<file path="src/rtl/layer_serializer.sv">
// layer_serializer: captures one NN-word frame of neuron outputs and streams it one word per transfer.
// Latency: the first word is valid 1 cycle after the frame event; frame_done pulses 1 cycle after the last transfer.
// Backpressure: out_ready low holds out_data and the word index. A frame arriving mid-send is dropped and sets overrun.
//
// Ports:
//   clk, rst          single clock, asynchronous active-high reset
//   in_valid[NN]      per-word valid; a frame event is all bits high in one cycle
//   in_data           NN packed words, word i at [i*dataWidth +: dataWidth]
//   out_ready         downstream accepts out_data this cycle
//   clr_overrun       synchronous clear of the sticky overrun flag
//   out_data/out_valid serialized word stream, word 0 first
//   busy              a frame is held or being sent
//   frame_done        one-cycle pulse after the final word is accepted
//   overrun           sticky: a frame was dropped because one was in progress
module layer_serializer #(
    parameter int NN        = 10,
    parameter int dataWidth = 16
) (
    input  logic                    clk,
    input  logic                    rst,
    input  logic [NN-1:0]           in_valid,
    input  logic [NN*dataWidth-1:0] in_data,
    input  logic                    out_ready,
    input  logic                    clr_overrun,
    output logic [dataWidth-1:0]    out_data,
    output logic                    out_valid,
    output logic                    busy,
    output logic                    frame_done,
    output logic                    overrun
);

    localparam int IW = $clog2(NN);
    localparam logic [IW-1:0] LAST_IDX = IW'(NN - 1);

    typedef enum logic {
        IDLE = 1'b0,
        SEND = 1'b1
    } state_t;

    state_t                 state_q, state_d;
    logic [IW-1:0]          idx_q, idx_d;
    logic [dataWidth-1:0]   buf_q [NN];
    logic                   frame_done_q, frame_done_d;
    logic                   overrun_q, overrun_d;
    logic                   load;

    logic frame_evt;
    logic xfer;
    logic final_xfer;

    assign frame_evt  = &in_valid;
    assign xfer       = (state_q == SEND) && out_ready;
    assign final_xfer = xfer && (idx_q == LAST_IDX);

    // Next-state and control.
    always_comb begin
        state_d      = state_q;
        idx_d        = idx_q;
        load         = 1'b0;
        frame_done_d = final_xfer;
        overrun_d    = overrun_q;

        case (state_q)
            IDLE: begin
                if (frame_evt) begin
                    load    = 1'b1;
                    idx_d   = '0;
                    state_d = SEND;
                end
            end
            SEND: begin
                if (final_xfer) begin
                    idx_d = '0;
                    // A frame landing on the final transfer is taken back-to-back,
                    // so the stream continues without a gap.
                    if (frame_evt) begin
                        load    = 1'b1;
                        state_d = SEND;
                    end else begin
                        state_d = IDLE;
                    end
                end else if (xfer) begin
                    idx_d = idx_q + IW'(1);
                end
            end
            default: begin
                state_d = IDLE;
                idx_d   = '0;
            end
        endcase

        // Set has priority over clear.
        if (state_q == SEND && frame_evt && !final_xfer) begin
            overrun_d = 1'b1;
        end else if (clr_overrun) begin
            overrun_d = 1'b0;
        end
    end

    always_ff @(posedge clk or posedge rst) begin
        if (rst) begin
            state_q      <= IDLE;
            idx_q        <= '0;
            frame_done_q <= 1'b0;
            overrun_q    <= 1'b0;
        end else begin
            state_q      <= state_d;
            idx_q        <= idx_d;
            frame_done_q <= frame_done_d;
            overrun_q    <= overrun_d;
        end
    end

    always_ff @(posedge clk or posedge rst) begin
        if (rst) begin
            for (int i = 0; i < NN; i++) begin
                buf_q[i] <= '0;
            end
        end else if (load) begin
            for (int i = 0; i < NN; i++) begin
                buf_q[i] <= in_data[i*dataWidth +: dataWidth];
            end
        end
    end

    assign out_data   = buf_q[idx_q];
    assign out_valid  = (state_q == SEND);
    assign busy       = (state_q == SEND);
    assign frame_done = frame_done_q;
    assign overrun    = overrun_q;

endmodule

</file>
<file path="config.mk">
export PLATFORM = sky130hd
export DESIGN_NAME = layer_serializer
export DESIGN_NICKNAME = d
export VERILOG_FILES = /design/src/rtl/layer_serializer.sv
export SDC_FILE = /design/constraint.sdc
export NUM_CORES = 1
export LEC_CHECK = 0
export CAP_MARGIN = 30
export CELL_PAD_IN_SITES_DETAIL_PLACEMENT = 1
export CELL_PAD_IN_SITES_GLOBAL_PLACEMENT = 1
export CORE_ASPECT_RATIO = 1.4
export CORE_MARGIN = 8
export CORE_UTILIZATION = 38
export DETAILED_ROUTE_END_ITERATION = 8
export GPL_ROUTABILITY_DRIVEN = 1
export GPL_TIMING_DRIVEN = 0
export PLACE_DENSITY_LB_ADDON = 0.1
export SKIP_LAST_GASP = 1
export SLEW_MARGIN = 5
export SYNTH_ARGS = -nofsm -noshare
export SYNTH_HDL_FRONTEND = slang
export SYNTH_SLANG_ARGS = --single-unit
</file>
<file path="constraint.sdc">
create_clock -name clk -period 7.5 [get_ports clk]
set_input_delay 1.875 -clock clk [delete_from_list [all_inputs] [get_ports clk]]
set_output_delay 1.875 -clock clk [all_outputs]
set_load 0.03 [all_outputs]
</file>
Yosys cells after proc, flatten, opt, wreduce, memory -nomap -nowiden
Cells that the tools add are included.
- magnitude comparators: 1
- equal/unequal tests: 3
- add/sub/neg operators: 1
- reductions and logical operators: 8
- bitwise logic cells: 2
- multiplexer cells: 14
- operator list (cell ; count):
    binary-select mux 16 bit (select 4 bit) ; 1
    two-way mux 16 bit ; 2
    two-way mux 4 bit ; 3
    AND reduction 10 bit ; 1
    one-hot mux 4 bit (2 select lines) ; 1
    greater-or-equal comparator 5 bit (second input constant) ; 1
    two-way mux 1 bit ; 5
    inverter 4 -> 5 bit ; 1
    adder 4 x 1 -> 4 bit (second input constant) ; 1
    equality test 4 bit (second input constant) ; 1
    logical AND 1 bit ; 4
    one-hot mux 1 bit (2 select lines) ; 2
    != test 3 x 1 -> 1 bit (second input constant) ; 1
    != test 2 bit (second input constant) ; 1
    AND reduction 2 bit ; 1
    nonzero test 2 bit ; 1
    zero test 1 bit ; 1
    inverter 1 bit ; 1
- bits in registers: 167
- output and inout bits: 20

Logic depth before layout (Yosys ltp)
- word-level depth: 5
- gate-level depth with buffers: 9
- depth with buffers taken out: 6

Least setup slack after synthesis
Ideal clock, no wire load.
- path type: reg2out
- from: register idx_q[0]
- to: output out_data[0]
- path buffers: 2
- required time: 5625 ps
- stages on the path, launching flop included: 6
- setup slack: 3681 ps
- data arrival time: 1944 ps
- path through: dfrtp_1 clkbuf_1 buf_2 mux4_2 a22oi_1 o21ai_0
- word-level cells in the longest chain between the ends: 4
- ends and longest elaborated chain (item ; line ; source):
    start, declared ; 41 ; logic [IW-1:0] idx_q, idx_d;
    start signal, assigned ; 108 ; idx_q <= idx_d;
    inverter 4 -> 5 bit (not written as such) ; 126 ; assign out_data = buf_q[idx_q];
    binary-select mux 16 bit (select 4 bit) ; 126 ;
    two-way mux 16 bit (not written as such) (2 in series) ; 126 ;
    end, declared ; 25 ; output logic [dataWidth-1:0] out_data,
No other way between the ends. The select of a mux whose other input is x is not followed.

Worst setup path in the final report
- from: register idx_q[0]
- to: output out_data[9]
Same word-level chain as after synthesis.

==> impl_metrics.env <==
export IMPL_cts_setup_buffers=0
export IMPL_fin_nets=867
export IMPL_setup_viol=0
export IMPL_rows=61
export IMPL_hold_viol=0
export IMPL_antenna_found_initial=1
export IMPL_ant_nets=0
export IMPL_drt_pass1_iterations=4
export IMPL_grt_setup_unrepaired="no"
export IMPL_cts_made_buffers=17
export IMPL_multiInputGateArea_um2=3090
export IMPL_crit_path_end_kind="primary output"
export IMPL_core_area_um2=19600
export IMPL_die_x_um=135
export IMPL_grt_max_degree=87
export IMPL_routed_via_density=5.14
export IMPL_syn_avg_cell_area_um2=15.7
export IMPL_drive_above_1_share=0.211
export IMPL_cellPowerDensity_nw_per_um2=232
export IMPL_path_class="flop to primary output"
export IMPL_place_gp_congestion=0.805
export IMPL_clk_pin_slew_ns=0.06
export IMPL_status="complete, no violations"
export IMPL_final_common_cell="clkdlybuf4s50_1"
export IMPL_tns_ns=0
export IMPL_grt_pass1_wl_mm=34.8
export IMPL_vdd_drop_max_uv=133
export IMPL_synthTopCellsByArea="dfrtp_1 56%, mux2_1 15%, mux4_2 9.6%"
export IMPL_cts_root_buf="clkbuf_16"
export IMPL_fill_cells=1935
export IMPL_netlist_instances=478
export IMPL_yosysSeqAreaShare=0.557
export IMPL_cts_repair_resize_count=0
export IMPL_io_pins=194
export IMPL_finalWirelength_mm=22.4
export IMPL_cap_violations=0
export IMPL_floorplan_initialDensity=0.383
export IMPL_syn_to_final_growth_pct=38.9
export IMPL_die_area_um2=24600
export IMPL_dpl_cell_area_um2=9790
export IMPL_drt_iter0_drc=215
export IMPL_synth_top_area_cell="dfrtp_1"
export IMPL_fin_crit_ns=5.32
export IMPL_leakage_nw=4.87
export IMPL_whs_ns=0.483
export IMPL_final_cell_area_um2=10400
export IMPL_worst_setup_path_start_kind="flop"
export IMPL_hold_class="flop to flop"
export IMPL_cts_num_sinks=167
export IMPL_worstPathMaxFanout=10
export IMPL_synth_nets=654
export IMPL_port_buffers=193
export IMPL_post_synth_instance_area_um2=7510
export IMPL_synth_warnings=0
export IMPL_fin_cells=956
export IMPL_arrival_ns=3.45
export IMPL_mostFrequentLayoutCells="193 x clkdlybuf4s50_1, 167 x dfrtp_1, 100 x mux2_1"
export IMPL_worst_pin_slew_ns=0.758
export IMPL_cts_tree="built"
export IMPL_die_h_um=182
export IMPL_grt_usage=0.191
export IMPL_grt_pass1_vias=5960
export IMPL_dr_total_vias=4913
export IMPL_grt_ovfl_total=0
export IMPL_timing_fmax_mhz=188
export IMPL_ctsHoldBuffers=0
export IMPL_placed_cells=924
export IMPL_slew_viol_final=0
export IMPL_cp_required_ns=5.62
export IMPL_ys_seq_elements=167
export IMPL_drc=0
export IMPL_wl_per_cell_um=23.5
export IMPL_seqCellArea_um2=4180
export IMPL_place_hpwl_mm=17.3
export IMPL_slew_headroom=0.495
export IMPL_synth_top_area_frac=0.557
export IMPL_cts_buffer_depth=2
export IMPL_synthDistinctLibCells=27
export IMPL_post_route_period_util=0.710
export IMPL_htree_num_levels=4
export IMPL_clock_latency_ns=0.43
export IMPL_fin_worst_skew_ns=0.00802
-- layer usage --
| layer | GRT usage | up-vias | part of all wire |
|---|---|---|---|
| met1 | 0.216 | 2540 | 0.39 |
| met2 | 0.338 | 144 | 0.54 |
| met4 | 0.0708 | 0 | 0.023 |
| met3 | 0.0465 | 26 | 0.049 |
| met5 | 0 | - | 0 |
| li1 | - | 2203 | - |
-- sequential cells by signal, summed over array words and instances, names as in the netlist --
register    cells
busy            1
buf_q         160
idx_q           4
frame_done      1
overrun         1
-- logic make-up (layout without fill, tap and decap cells) --
family,count (synthesis),in the layout,share of synthesized area
other cells,0,1,0
fa+ha+maj,2,2,0.00333
compound gates,43,43,0.0360
simple gates,21,21,0.0147
mux,208,208,0.357
flops,167,167,0.557
buf+inv,37,262,0.0318
-- worst paths after layout --
check / startpoint / end / slack (ns) / cells past startpoint
max: idx_q[0] / out_data[9] / 2.18 / 6
min: buf_q[136] / buf_q[136] / 0.48 / 1
max reg2reg: idx_q[1] / buf_q[155] / 4.85 / 8
min reg2reg: buf_q[136] / buf_q[136] / 0.48 / 1
max in group asynchronous: rst / buf_q[48] / 4.74 / 3
min in group asynchronous: rst / buf_q[143] / 1.92 / 2
-- Yosys cell counts (all sizes together) --
library cell    n
o21ai          20
o22ai           1
nor4b           1
ha              2
buf            23
nor2            3
nor3b           1
and3            1
or3             1
clkbuf          9
mux2          160
a22oi          16
and3b           1
nand4           2
mux4           32
nor2b           1
dfrtp         167
inv             5
nand2b          2
nand2           8
a31oi           4
mux2i          16
o32a            1
a21oi           1
-- worst max-delay path, cell delays in order (launching register included) --
cell	delay (ns)
dfrtp_1	0.38
clkbuf_1	0.38
buf_2	0.45
mux4_2	0.55
a22oi_1	0.41
o21ai_0	0.20
clkdlybuf4s50_1	0.64
-- per-stage QoR --
step / util / total power, mW / setup WS, ns
after floorplan: - / 1.26 / 1.11
after global placement: 0.497 / 1.49 / -0.961
after detailed placement: 0.499 / 1.50 / 2.48
after CTS: 0.531 / 2.45 / 2.02
after global routing: 0.532 / 2.51 / 1.89
final: 0.532 / 2.41 / 2.18
-- where the power goes --
group	switching (mW)	total (mW)	internal, mW
logic	0.276	0.510	0.234
clock network	0.360	0.945	0.584
registers	0.0252	0.960	0.935
-- area by class of cell --
type / instances / area share
diodes: 1 / 0.000240
plain buffers: 32 / 0.0211
clock buffers: 21 / 0.0451
clock inverters: 10 / 0.0160
inverters: 5 / 0.00252
multi-input cells: 274 / 0.296
flip-flops and latches: 167 / 0.401
well taps: 252 / 0.0302
repair buffers: 194 / 0.188
Power figures use the tool's default switching activity.
